$ cat config.mk
export PLATFORM = sky130hd
export DESIGN_NAME = dzcpu_useq
export DESIGN_NICKNAME = d
export VERILOG_FILES = /design/src/rtl/dzcpu_useq_pkg.sv /design/src/rtl/dzcpu_useq_dispatch.sv /design/src/rtl/dzcpu_useq.sv
export SDC_FILE = /design/constraint.sdc
export NUM_CORES = 1
export LEC_CHECK = 0
export ABC_AREA = 0
export BUFFER_PORTS_ARGS = -buffer_cell sky130_fd_sc_hd__buf_2
export CORE_MARGIN = 2
export CORE_UTILIZATION = 40
export CTS_CLUSTER_DIAMETER = 50
export DETAILED_ROUTE_END_ITERATION = 8
export GPL_TIMING_DRIVEN = 0
export PLACE_DENSITY = 0.7
export SYNTH_ARGS = -nofsm -noshare
export SYNTH_HDL_FRONTEND = slang
export SYNTH_SLANG_ARGS = --single-unit
export TNS_END_PERCENT = 10
$ cat constraint.sdc
create_clock -name iClock -period 3.4 [get_ports iClock]
set_clock_uncertainty 0.05 [all_clocks]
set_input_delay 0.68 -clock iClock [delete_from_list [all_inputs] [get_ports iClock]]
set_output_delay 0.68 -clock iClock [all_outputs]
set_load 0.05 [all_outputs]
$ cat src/rtl/dzcpu_useq_pkg.sv
// dzcpu_useq_pkg: shared constants for the dzcpu microcode sequencer.
// Holds flow-control codes, FSM state encoding, micro-ROM entry points
// of the main and 0xCB opcode pages, and default field widths.
package dzcpu_useq_pkg;

  localparam int DEF_FLOW_W  = 4;
  localparam int DEF_OP_W    = 5;
  localparam int DEF_OPR_W   = 5;
  localparam int DEF_UADDR_W = 8;

  // Flow-control field of a micro-op. Codes 11..15 are reserved.
  localparam logic [3:0] FL_OP         = 4'd0;
  localparam logic [3:0] FL_INC        = 4'd1;
  localparam logic [3:0] FL_EOF        = 4'd2;
  localparam logic [3:0] FL_INC_EOF    = 4'd3;
  localparam logic [3:0] FL_EOF_FU     = 4'd4;
  localparam logic [3:0] FL_INC_EOF_FU = 4'd5;
  localparam logic [3:0] FL_INC_EOF_Z  = 4'd6;
  localparam logic [3:0] FL_INC_EOF_NZ = 4'd7;
  localparam logic [3:0] FL_INC_EOF_C  = 4'd8;
  localparam logic [3:0] FL_INC_EOF_NC = 4'd9;
  localparam logic [3:0] FL_JCB        = 4'd10;

  // Sequencer states.
  localparam logic [1:0] ST_FETCH   = 2'd0;
  localparam logic [1:0] ST_EXEC    = 2'd1;
  localparam logic [1:0] ST_CBFETCH = 2'd2;

  // Main-page flow entry points (0 doubles as the NOP / unmapped flow).
  localparam logic [7:0] MAIN_NOP   = 8'd0;
  localparam logic [7:0] MAIN_JRNZ  = 8'd1;
  localparam logic [7:0] MAIN_JRC   = 8'd6;
  localparam logic [7:0] MAIN_CB    = 8'd10;
  localparam logic [7:0] MAIN_INCA  = 8'd20;
  localparam logic [7:0] MAIN_HALT  = 8'd24;
  localparam logic [7:0] MAIN_RST38 = 8'd255;

  // 0xCB-page flow entry points.
  localparam logic [7:0] CB_BIT7H   = 8'd16;

  // True when a conditional end-of-flow code sees its condition met.
  function automatic logic cond_hit(input logic [3:0] flow,
                                    input logic       z,
                                    input logic       c);
    case (flow)
      FL_INC_EOF_Z:  return z;
      FL_INC_EOF_NZ: return !z;
      FL_INC_EOF_C:  return c;
      FL_INC_EOF_NC: return !c;
      default:       return 1'b0;
    endcase
  endfunction

endpackage

$ cat src/rtl/dzcpu_useq_dispatch.sv
// dzcpu_useq_dispatch: opcode-to-micro-ROM-entry lookup, combinational.
// Ports: page (0 = main page, 1 = 0xCB page), mop (opcode byte), entry (micro-ROM address).
// Unmapped opcodes on either page resolve to entry 0.
module dzcpu_useq_dispatch
  import dzcpu_useq_pkg::*;
#(
  parameter int UADDR_W = DEF_UADDR_W
) (
  input  logic               page,
  input  logic [7:0]         mop,
  output logic [UADDR_W-1:0] entry
);

  always_comb begin
    entry = '0;
    if (page) begin
      case (mop)
        8'h7C:   entry = UADDR_W'(CB_BIT7H);
        default: entry = '0;
      endcase
    end else begin
      case (mop)
        8'h20:   entry = UADDR_W'(MAIN_JRNZ);
        8'h38:   entry = UADDR_W'(MAIN_JRC);
        8'hCB:   entry = UADDR_W'(MAIN_CB);
        8'h3C:   entry = UADDR_W'(MAIN_INCA);
        8'h76:   entry = UADDR_W'(MAIN_HALT);
        8'hFF:   entry = UADDR_W'(MAIN_RST38);
        default: entry = UADDR_W'(MAIN_NOP);
      endcase
    end
  end

endmodule

$ cat src/rtl/dzcpu_useq.sv
// dzcpu_useq: clocked microcode sequencer; owns the micro-PC, dispatches opcodes, issues micro-ops.
// Ports: opcode handshake (iMop/iMopValid/oMopReady), micro-ROM (oUaddr/iUop), flags, stall, irq, issue pulses.
// Optional interrupt vectoring is enabled by defining DZCPU_USEQ_IRQ_EN.
module dzcpu_useq
  import dzcpu_useq_pkg::*;
#(
  parameter int                 FLOW_W   = DEF_FLOW_W,
  parameter int                 OP_W     = DEF_OP_W,
  parameter int                 OPR_W    = DEF_OPR_W,
  parameter int                 UADDR_W  = DEF_UADDR_W,
  parameter logic [UADDR_W-1:0] IRQ_FLOW = UADDR_W'(121)
) (
  input  logic                          iClock,
  input  logic                          iReset_n,
  input  logic [7:0]                    iMop,
  input  logic                          iMopValid,
  output logic                          oMopReady,
  output logic [UADDR_W-1:0]            oUaddr,
  input  logic [FLOW_W+OP_W+OPR_W-1:0]  iUop,
  input  logic                          iStall,
  input  logic                          iFlagZ,
  input  logic                          iFlagC,
  input  logic                          iIrq,
  output logic                          oUopValid,
  output logic [OP_W-1:0]               oOp,
  output logic [OPR_W-1:0]              oOperand,
  output logic                          oPcInc,
  output logic                          oFlagUpdate,
  output logic                          oEof,
  output logic                          oCbActive,
  output logic                          oIrqAck
);

  localparam int UOP_W = FLOW_W + OP_W + OPR_W;

  logic [1:0]         state, nxt_state;
  logic [UADDR_W-1:0] upc, nxt_upc, entry;
  logic               cb_flow, nxt_cb;
  logic [3:0]         flow;
  logic [OP_W-1:0]    uop_op;
  logic [OPR_W-1:0]   uop_opr;
  logic               iss_vld, iss_inc, iss_fu, iss_eof, iss_ack, go_cb;

  assign flow    = 4'(iUop[UOP_W-1 -: FLOW_W]);
  assign uop_op  = iUop[OP_W+OPR_W-1 -: OP_W];
  assign uop_opr = iUop[OPR_W-1:0];

  assign oUaddr    = upc;
  assign oMopReady = ((state == ST_FETCH) || (state == ST_CBFETCH)) && !iStall;

  dzcpu_useq_dispatch #(.UADDR_W(UADDR_W)) u_dispatch (
    .page  (state == ST_CBFETCH),
    .mop   (iMop),
    .entry (entry)
  );

`ifndef DZCPU_USEQ_IRQ_EN
  logic [UADDR_W:0] unused_irq;
  assign unused_irq = {iIrq, IRQ_FLOW};
`endif

  always_comb begin
    nxt_state = state;
    nxt_upc   = upc;
    nxt_cb    = cb_flow;
    iss_vld   = 1'b0;
    iss_inc   = 1'b0;
    iss_fu    = 1'b0;
    iss_eof   = 1'b0;
    iss_ack   = 1'b0;
    go_cb     = 1'b0;
    if (!iStall) begin
      case (state)
        ST_FETCH: begin
`ifdef DZCPU_USEQ_IRQ_EN
          // Interrupt wins over a simultaneous opcode, which stays pending upstream.
          if (iIrq) begin
            nxt_upc   = IRQ_FLOW;
            iss_ack   = 1'b1;
            nxt_state = ST_EXEC;
          end else
`endif
          if (iMopValid) begin
            nxt_upc   = entry;
            nxt_state = ST_EXEC;
          end
        end
        // Interrupts are not taken here so a CB prefix is never split.
        ST_CBFETCH: begin
          if (iMopValid) begin
            nxt_upc   = entry;
            nxt_state = ST_EXEC;
          end
        end
        ST_EXEC: begin
          case (flow)
            FL_OP:         iss_vld = 1'b1;
            FL_INC:        begin iss_vld = 1'b1; iss_inc = 1'b1; end
            FL_EOF:        begin iss_vld = 1'b1; iss_eof = 1'b1; end
            FL_INC_EOF:    begin iss_vld = 1'b1; iss_inc = 1'b1; iss_eof = 1'b1; end
            FL_EOF_FU:     begin iss_vld = 1'b1; iss_fu = 1'b1; iss_eof = 1'b1; end
            FL_INC_EOF_FU: begin iss_vld = 1'b1; iss_inc = 1'b1; iss_fu = 1'b1; iss_eof = 1'b1; end
            FL_INC_EOF_Z, FL_INC_EOF_NZ, FL_INC_EOF_C, FL_INC_EOF_NC: begin
              // Taken condition ends the flow without executing the op.
              iss_inc = 1'b1;
              if (cond_hit(flow, iFlagZ, iFlagC)) iss_eof = 1'b1;
              else                                iss_vld = 1'b1;
            end
            FL_JCB:        begin iss_inc = 1'b1; go_cb = 1'b1; end
            default:       iss_eof = 1'b1;
          endcase
          if (iss_eof) begin
            nxt_state = ST_FETCH;
            nxt_upc   = '0;
            nxt_cb    = 1'b0;
          end else if (go_cb) begin
            nxt_state = ST_CBFETCH;
            nxt_upc   = '0;
            nxt_cb    = 1'b1;
          end else begin
            nxt_upc = upc + UADDR_W'(1);
          end
        end
        default: begin
          nxt_state = ST_FETCH;
          nxt_upc   = '0;
          nxt_cb    = 1'b0;
        end
      endcase
    end
  end

  // All state and outputs are frozen while iStall is high, so a pulse is never re-issued.
  always_ff @(posedge iClock or negedge iReset_n) begin
    if (!iReset_n) begin
      state       <= ST_FETCH;
      upc         <= '0;
      cb_flow     <= 1'b0;
      oUopValid   <= 1'b0;
      oOp         <= '0;
      oOperand    <= '0;
      oPcInc      <= 1'b0;
      oFlagUpdate <= 1'b0;
      oEof        <= 1'b0;
      oCbActive   <= 1'b0;
      oIrqAck     <= 1'b0;
    end else if (!iStall) begin
      state       <= nxt_state;
      upc         <= nxt_upc;
      cb_flow     <= nxt_cb;
      oUopValid   <= iss_vld;
      oOp         <= iss_vld ? uop_op  : '0;
      oOperand    <= iss_vld ? uop_opr : '0;
      oPcInc      <= iss_inc;
      oFlagUpdate <= iss_fu;
      oEof        <= iss_eof;
      // Covers the CB flow through the cycle showing its final micro-op.
      oCbActive   <= cb_flow | nxt_cb;
      oIrqAck     <= iss_ack;
    end
  end

endmodule

* Word-level counts from Yosys, hierarchy flattened *
Cells that the tools add are included.

cells by class
  equal/unequal tests = 21
  reductions and logical operators = 15
  muxes and demuxes = 37
  bitwise logic cells = 2
  add/sub/neg operators = 1

operators by type and width
  cell                                                                   count
  8-bit one-hot mux with 6 select lines                                  1
  8-bit 2-to-1 mux                                                       4
  8-bit by 6-bit equality test with 1-bit output, second input constant  3
  1-bit 2-to-1 mux                                                       20
  4-bit by 3-bit equality test with 1-bit output, second input constant  4
  8-bit by 7-bit equality test with 1-bit output, second input constant  2
  8-bit equality test, second input constant                             2
  8-bit one-hot mux with 2 select lines                                  1
  5-bit 2-to-1 mux                                                       3
  4-bit equality test, second input constant                             3
  8-bit by 1-bit adder with 8-bit output, second input constant          1
  4-bit by 2-bit equality test with 1-bit output, second input constant  2
  8-bit OR reduction                                                     1
  2-bit 2-to-1 mux                                                       3
  1-bit one-hot mux with 2 select lines                                  3
  6-bit OR reduction                                                     1
  4-bit by 1-bit equality test with 1-bit output, second input constant  1
  4-bit zero test                                                        1
  1-bit one-hot mux with 4 select lines                                  1
  2-bit one-hot mux with 2 select lines                                  1
  2-bit OR reduction                                                     2
  4-bit OR reduction                                                     1
  1-bit zero test                                                        3
  3-bit != test, second input constant                                   1
  other kinds (11)                                                       11

word-level totals
  logic and storage cells = 86
  input bits = 29
  register bits = 26
  output and inout port bits = 25

* Logic depth before layout (Yosys ltp) *
Gate-level depths: netlist of run 1.

  word-level depth = 13
  mapped depth = 7
  gate-level depth less buffers = 6

* By module *
A second synthesis of run 1 with hierarchy kept.

second synthesis, totals
  cell total of the unflattened synthesis = 186
  area, all modules = 1664.1 um2

modules (own cells, without submodules)
  module               cells an instance  instances  area each (um2)  seq. area each (um2)
  dzcpu_useq           153                1          1467.7           650.6
  dzcpu_useq_dispatch  33                 1          196.4            0.0

* Worst setup path after synthesis of run 1 *
No wires, ideal clock.

  path kind = input to output
  start point = input iStall
  end point = output oMopReady
  buffers on the path = 2
  arrival = 1744 ps
  data required time = 2670 ps
  stages on the path = 3
  path slack = 926 ps
  cell sequence = clkbuf_1 clkbuf_1 nor2_1

on the way
  cells in the longest elaborated chain, start to end = 2

RTL lines
  item               RTL line          source
  from (decl)        dzcpu_useq.sv:20  input logic iStall,
  1-bit zero test    --
  1-bit logical AND  dzcpu_useq.sv:49  assign oMopReady = ((state == ST_FETCH) || (state == ST_CBFETCH)) && !iStall;
  to (decl)          dzcpu_useq.sv:17  output logic oMopReady,

Every way passes these cells.

* Worst setup path after layout of run 1 *
Same ends and word-level chain as after synthesis.

==> results of run 1 <==
## worst paths after layout
kind / slack, ns / to / depth (start not counted)
worst max-delay path: 0.72 / oMopReady / 5
max in group asynchronous: 2.57 / oUaddr[7] / 1
worst min register to register: 0.44 / oUopValid / 1
min in group iClock: 0.44 / oUopValid / 1
worst min-delay path: 0.35 / state[0] / 1
worst max register to register: 1.24 / oOperand[0] / 5
## cells in the final DEF, fill, tap and decap left out, types with 3 or more instances in the layout
cell type and n:
nand3_1 6, a21oi_1 6, a22o_1 10, a211o_1 4, nor3_1 5, nand2_1 18, clkbuf_1 6, nor2_1 8
dfrtp_1 26, buf_2 51, and3_1 3, or3_1 3, clkbuf_8 3, o21ai_0 5, inv_1 6, a211oi_1 4
nor2b_1 5
## state kept, by name, indices dropped and copies added, names as in the netlist
| signal | cells |
|---|---|
| oUaddr | 8 |
| oOp | 5 |
| oOperand | 5 |
| state | 2 |
| cb_flow | 1 |
| oCbActive | 1 |
| oEof | 1 |
| oFlagUpdate | 1 |
| oPcInc | 1 |
| oUopValid | 1 |
## power groups by stage
| stage | registers (W) | clock network (W) | logic, W |
|---|---|---|---|
| after global routing | 0.000371 | 0.000271 | 0.000335 |
| final | 0.000366 | 0.000249 | 0.000312 |
| after global placement | 0.000372 | 0 | 0.000311 |
| after detailed placement | 0.000371 | 0 | 0.000314 |
| after CTS | 0.000366 | 0.000256 | 0.000314 |
| after floorplan | 0.000476 | 0 | 0.000121 |
## kinds of logic after synthesis
| group | count (synthesis) | share of synthesized area |
|---|---|---|
| simple gates | 70 | 0.255 |
| compound gates | 51 | 0.257 |
| flops | 26 | 0.411 |
| buf+inv | 17 | 0.0498 |
| xor+xnor | 2 | 0.0111 |
| fa+ha+maj | 1 | 0.00790 |
| other cells | 1 | 0.00237 |
| mux | 1 | 0.00632 |
## worst max-delay path: stages
cell and delay, ns:
buf_2 0.13, clkbuf_1 0.39, clkbuf_1 0.43, nor2_1 0.10, buf_2 0.23
## metal layers
layer | vias to the layer above | global-route usage
li1 | 738 | -
met4 | 0 | 0.0204
met2 | 42 | 0.270
met3 | 0 | 0.0321
met5 | - | 0
met1 | 713 | 0.256
## final cells by class
| cell class | count | area [µm²] | share of cell area |
|---|---|---|---|
| multi-input combinational | 126 | 853 | 0.437 |
| sequential | 26 | 651 | 0.333 |
| timing repair buffer | 48 | 240 | 0.123 |
| tap | 48 | 60.1 | 0.0307 |
| buffer | 11 | 56.3 | 0.0288 |
| clock buffer | 3 | 41.3 | 0.0211 |
| clock inverter | 1 | 30.0 | 0.0154 |
| inverter | 6 | 22.5 | 0.0115 |
## metrics by stage
stage | utilization | power (W)
after global placement | 0.503 | 0.000683
after global routing | 0.522 | 0.000977
after CTS | 0.522 | 0.000936
after detailed placement | 0.503 | 0.000686
after floorplan | - | 0.000597
final | 0.522 | 0.000927
==> impl_metrics.ini, run 1 <==
[outcome]
status = complete, no violations

[finish]
finalNonFillerCells = 269
nFillCells = 386
antennaDiodeCount = 0
syn_to_final_growth_pct = 23.5
fin_area_um2 = 1950
drive_gt1_frac = 0.303
final_nets = 252

[logic_synthesis]
yosys.cell_count.top_type = dfrtp_1
synthFlopType = dfrtp_1
yosysWarnings = 0
synth_top_area_share = 0.411
synth_top_area_cell = dfrtp_1
synthTopCellsByArea = dfrtp_1 (41%), a22o_1 (5.5%), nand2_1 (4.3%)
synth_area_um2 = 1580
ys_seq_area_frac = 0.411
ys_ff_latch = 26
syn_avg_cell_area_um2 = 9.37
async_reset_ff_frac = 1.00
synthCells = 169
synth-edff-count = 0
synth_cell_types = 52
syn_nets = 199
synthTopCellsByCount = dfrtp_1 (26), nand2_1 (18), a22o_1 (10), nor2_1 (8)

[clock_network]
cts-root-buf = clkbuf_8
cts.sink_count = 26
cts_tree = yes
clk_latency_ns = 0.26
post-cts-setup-buffer-count = 0
cts_made_buffers = 3
clockBufferDepth = 2
cts-htree-levels = 1
post_cts_resize_count = 0
path_clk_slew_ns = 0.09
hold_buffers = 0

[power]
seqPwrFrac = 0.395
total_leakage_power_nw = 0.993
vdd_drop_max_uv = 235
switching_share = 0.359
power.share.clock = 0.268
p_per_area_nw_per_um2 = 474
p_int_w = 0.000594
switchingPower_w = 0.000333
p_comb_frac = 0.336

[timing]
holdWs_ns = 0.351
slew_violations = 0
setup_tns_ns = 0
relSlewSlack = 0.512
setup_viol = 0
setup_ws_ns = 0.716
timing.final.crit_share = 0.790
tightestPinTransition_ns = 0.732
fmax_ghz = 0.373
grt_setup_unrepaired = no
hold_viol = 0
fin_crit_ns = 2.68

[grt]
grt_pass1_wl_um = 6060
gr-total-overflow = 0
grt_pass1_vias = 1298
grt_max_degree = 27
track_usage = 0.173
antenna_found_initial = 0

[place]
place_ws_ns = 0.717
dp.cells = 265
place_area_um2 = 1880
numPortBuffers = 48
dp_hpwl_um = 2870
place.gp.congestion = 0.758

[setup_path]
start_kind = input pin
cp_max_fo = 10
startpoint = iStall
worst_ep_required_time_ns = 2.67
reg2reg_from = state[1]
critPathArrivalTime_ns = 1.95
cp-end-kind = output port
path_class = in2out

[route]
drtIter0Drc = 113
wl_met1_um = 1770
routed_via_density = 5.55
detail_route.wl_per_cell_um = 13.8
wl_met3_um = 143
drc_errors = 0
postRouteWirelength_um = 3730
drtAntennaViolNets = 0
routed-wl-met2_um = 1810
firstDrtPassIters = 4
top_layer_used = met3
num_vias = 1493

[floorplanning]
fp-row-count = 22
die_w_um = 66.9
die_h_um = 66.9
start_util = 0.423
die_area_um2 = 4480
design.portCount = 54
core_region_area_um2 = 3740

[hold_path]
hold_path.class = in2async

[run]
max-cap-violations = 0
Note: power is estimated with default switching activity, not from simulation.
==> inputs of run 2 (changes only) <==
- ABC_AREA: 0 -> 1
- PLACE_DENSITY: 0.7 -> 0.69
- clock period: 3.4 -> 2.7 ns (I/O delays scaled with it)
==> run 2 against run 1 <==
- final cell count grew 35%
- clock-buffer cell count rose by 1
- highest routed layer is now met4
- power is 41% higher
- synthesized area is 6.6% higher
- sequential share of layout area fell by 1.6 points
- first-iteration DRC count decreased by 35%
- worst hold slack worse by 0.16 ns
- sequential cell count did not move
- critical endpoint unchanged
- wire length is 1.9% higher
- die area increased by 6.2%
- global-route usage rose by 0.20 points
==> impl_metrics.ini, run 2 <==
[outcome]
status = complete, no violations

[grt]
track_usage = 0.175
grt_pass1_wl_um = 6280
use_met1 = 0.246
gr-max-usage-layer = met2
grt_use_met2 = 0.276
grt_pass1_vias = 1434
gr-total-overflow = 0
use_met3 = 0.0244
antenna_found_initial = 0
grt_max_degree = 27

[power]
power.share.clock = 0.193
p_int_w = 0.000719
vdd_drop_max_uv = 420
switching_share = 0.450
p_per_area_nw_per_um2 = 638
total_leakage_power_nw = 1.22
switchingPower_w = 0.000589
seqPwrFrac = 0.386
p_total_w = 0.00131
p_comb_frac = 0.422

[route]
postRouteWirelength_um = 3800
num_vias = 1746
detail_route.wl_per_cell_um = 10.5
drtIter0Drc = 73
routed_via_density = 4.81
drtAntennaViolNets = 0
firstDrtPassIters = 4
drc_errors = 0

[logic_synthesis]
ys_ff_latch = 26
synth_top_area_share = 0.385
yosysWarnings = 0
ys_seq_area_frac = 0.385
syn_avg_cell_area_um2 = 6.49
yosys.cell_count.top_type = nand2_1
synth_cell_types = 28
synthTopCellsByCount = nand2_1 (111), nand3_1 (35), nor2_1 (27), dfrtp_1 (26), inv_1 (18)
synthCells = 260
synth_top_area_cell = dfrtp_1
synth-edff-count = 0
synthTopCellsByArea = dfrtp_1 (39%), nand2_1 (25%), nand3_1 (10%)
synth_area_um2 = 1690
async_reset_ff_frac = 1.00
syn_nets = 290
synthFlopType = dfrtp_1

[setup_path]
critPathArrivalTime_ns = 1.38
cp_max_fo = 10
reg2reg_from = oUaddr[0]
r2r_setup_slack_ns = 1.17
path_cells = buf_2, clkbuf_1, nor2_1, buf_2
r2r-end = oUaddr[4]
r2r_cells = 8
worst_ep_required_time_ns = 2.11
startpoint = iStall
cpPeakStageDelay_ns = 0.37
crit_top_cell = buf_2
start_kind = input pin
cp-end-kind = output port
path_class = in2out
cpMaxStageDelayCell = clkbuf_1

[clock_network]
post_cts_resize_count = 0
cts-root-buf = clkbuf_8
cts.sink_count = 26
path_clk_slew_ns = 0.09
cts-htree-levels = 1
clockBufferDepth = 2
post-cts-setup-buffer-count = 0
clk_latency_ns = 0.27
hold_buffers = 0
cts_tree = yes
cts_made_buffers = 3

[place]
place.gp.congestion = 0.826
numPortBuffers = 49
dp_hpwl_um = 2940

[finish]
antennaDiodeCount = 0
final_common_cell = nand2_1
drive_gt1_frac = 0.227
final_nets = 344
largest_reg_flops = 8
syn_to_final_growth_pct = 21.5
final_cell_mix = nand2_1 (111), buf_2 (54), nand3_1 (35)

[timing]
setup_tns_ns = 0
fin_crit_ns = 1.97
timing.final.crit_share = 0.729
tightestPinTransition_ns = 0.554
fmax_ghz = 0.508
relSlewSlack = 0.631
setup_viol = 0
grt_setup_unrepaired = no
hold_viol = 0
slew_violations = 0

[floorplanning]
core_region_area_um2 = 4030
fp-row-count = 23
die_h_um = 69.0
start_util = 0.419
die_area_um2 = 4760
design.portCount = 54
die_w_um = 69.0

[hold_path]
hold_path.class = in2async

[run]
max-cap-violations = 0
-- run 2: worst max path at each step --
stage | end | slack, ns | cells after the start
after floorplan | oMopReady | 0.57 | 3
after global placement | oMopReady | 0.72 | 4
after detailed placement | oMopReady | 0.73 | 4
after CTS | oMopReady | 0.72 | 4
after global routing | oMopReady | 0.67 | 4
final | oMopReady | 0.73 | 4
-- run 2: critical path, delay by kind of cell --
kind,cells,cell delay (ns)
simple gates,1,0.07
buf+inv,3,0.76
-- run 2: per-stage QoR --
stage	instance area (µm²)	util	hold slack (ns)	setup WS, ns	instances
5_1_grt	2050	0.509	0.245	0.673	363
3_5_place_dp	2000	0.495	0.411	0.730	359
2_1_floorplan	1690	-	0.194	0.571	260
6_report	2050	0.509	0.193	0.732	363
4_1_cts	2050	0.509	0.222	0.723	363
3_3_place_gp	2000	0.495	0.410	0.722	359
-- run 2: logic make-up (layout without fill, tap and decap cells) --
family | after synthesis | in the layout | synth area share
compound gates | 12 | 12 | 0.0452
xor+xnor | 3 | 3 | 0.0156
fa+ha+maj | 1 | 1 | 0.00741
buf+inv | 31 | 84 | 0.0793
flops | 26 | 26 | 0.385
other cells | 1 | 1 | 0.00222
simple gates | 186 | 186 | 0.465
-- run 2: layout make-up --
cell class	instances	area, µm²
buffer	9	51.3
multi-input combinational	203	903
clock buffer	4	55.1
tap	50	62.6
sequential	26	651
inverter	22	82.6
timing repair buffer	49	245
fill	421	1980
-- run 2: power by group through the flow --
stage / clock [W] / combinational (W) / sequential, W
detailed placement: 0 / 0.000556 / 0.000511
CTS: 0.000263 / 0.000556 / 0.000506
finish: 0.000252 / 0.000552 / 0.000505
global route: 0.000285 / 0.000605 / 0.000516
floorplan: 0 / 0.000228 / 0.000691
global placement: 0 / 0.000551 / 0.000513
-- run 2: per-layer routing --
layer  share of wire  vias up
li1                -      928
met1            0.49      760
met2            0.44       54
met3           0.058        4
met4           0.012        0
met5               0        -
==> inputs of run 3 (changes only) <==
- PLACE_DENSITY: 0.69 -> 0.72
- clock period: 2.7 -> 1.79 ns (I/O delays scaled with it)
==> run 3 against run 2 <==
- non-clock buffer count stayed put
- worst setup slack got worse by 0.55 ns
- first-iteration DRC count decreased by 21%
- cell area grew 0.79%
- wire length grew 3.6%
- sequential cell count unchanged
- critical path depth unchanged
- register-to-register slack worse by 0.89 ns
- critical path type unchanged
- critical endpoint unchanged
==> impl_metrics.ini, run 3 (synthesis results as in run 2) <==
[outcome]
status = complete, no violations

[place]
dp_hpwl_um = 2980
place_ws_ns = 0.186
numPortBuffers = 49
place.gp.congestion = 0.812

[timing]
hold_viol = 0
grt_setup_unrepaired = no
fmax_ghz = 0.620
slew_violations = 0
fin_crit_ns = 1.61
setup_tns_ns = 0
setup_ws_ns = 0.177
timing.final.crit_share = 0.901
holdWs_ns = 0.0117
setup_viol = 0
tightestPinTransition_ns = 0.578
relSlewSlack = 0.614

[finish]
multiInputGateArea_um2 = 903
syn_to_final_growth_pct = 22.5
final_nets = 344
drive_gt1_frac = 0.227
nFillCells = 403
final_cell_mix = nand2_1 (111), buf_2 (54), nand3_1 (35)
final_common_cell = nand2_1
antennaDiodeCount = 0
final-seq-area_um2 = 651
largest_reg_flops = 8

[clock_network]
post-cts-setup-buffer-count = 0
cts_tree = yes
cts-htree-levels = 1
clk_latency_ns = 0.28
cts.sink_count = 26
path_clk_slew_ns = 0.10
clockBufferDepth = 2
hold_buffers = 0
cts_made_buffers = 3
cts-root-buf = clkbuf_8
post_cts_resize_count = 0

[run]
max-cap-violations = 0

[grt]
antenna_found_initial = 0
grt_pass1_vias = 1525
grt_max_degree = 27
track_usage = 0.182
gr-total-overflow = 0
grt_pass1_wl_um = 6490

[route]
num_vias = 1748
drc_errors = 0
firstDrtPassIters = 4
routed_via_density = 4.82
drtAntennaViolNets = 0
drtIter0Drc = 58
detail_route.wl_per_cell_um = 10.8
postRouteWirelength_um = 3930

[floorplanning]
die_w_um = 69.0
die_area_um2 = 4760
fp-row-count = 23
start_util = 0.419
die_h_um = 69.0
design.portCount = 54
core_region_area_um2 = 4030

[setup_path]
path_cells = buf_2, clkbuf_1, nor2_1, buf_2
path_class = in2out
cpMaxStageDelayCell = clkbuf_1
crit_top_cell = buf_2
crit_buf_inv = 3
cp_max_fo = 10
critPathArrivalTime_ns = 1.21
start_kind = input pin
cp_top_family = buffers and inverters
worst_ep_required_time_ns = 1.38
cp-end-kind = output port
cpPeakStageDelay_ns = 0.39

[hold_path]
hold_path.class = in2async

[power]
total_leakage_power_nw = 1.23
p_per_area_nw_per_um2 = 1020
vdd_drop_max_uv = 613
-- run 3: changes by cell type in the layout (fill, tap and decap cells not counted) --
cell,before,now
bufinv_16,0,1
clkbuf_8,4,3
-- run 3: power by group --
group | internal, W | leakage [nW] | switching (W)
clock | 0.000300 | 0.0357 | 0.000199
combinational | 0.000210 | 0.841 | 0.000627
sequential | 0.000678 | 0.351 | 0.0000853
-- run 3: final timing paths --
path / startpoint / end / slack [ns] / cells past startpoint
setup reg to reg: oUaddr[0] / oUaddr[4] / 0.28 / 8
max in group asynchronous: iReset_n / oOperand[2] / 1.29 / 1
hold reg to reg: oOperand[4] / oOperand[4] / 0.43 / 2
hold / removal: iReset_n / state[1] / 0.01 / 1
min in group iClock: iUop[9] / oOp[4] / 0.24 / 3
setup / recovery: iStall / oMopReady / 0.18 / 4
-- run 3: metrics by stage --
step	cell area, µm²	std cells	util	power, W
final	2070	363	0.513	0.00210
after CTS	2070	363	0.513	0.00212
after global placement	2000	359	0.495	0.00161
after detailed placement	2000	359	0.495	0.00161
after global routing	2070	363	0.513	0.00223
after floorplan	1690	260	-	0.00139
-- run 3: layout make-up --
class | instances | area share
multi-input combinational | 203 | 0.437
tap | 50 | 0.0303
clock inverter | 1 | 0.0145
clock buffer | 3 | 0.0200
buffer | 9 | 0.0248
sequential | 26 | 0.315
inverter | 22 | 0.0400
timing repair buffer | 49 | 0.119
-- run 3: metal layers --
metal / vias to the layer above / share of wire / routed length (µm) / GRT usage
li1: 929 / - / - / -
met1: 776 / 0.49 / 1910 / 0.233
met2: 38 / 0.45 / 1780 / 0.299
met3: 5 / 0.045 / 176 / 0.0308
met4: 0 / 0.015 / 57 / 0.0809
met5: - / 0 / 0 / 0
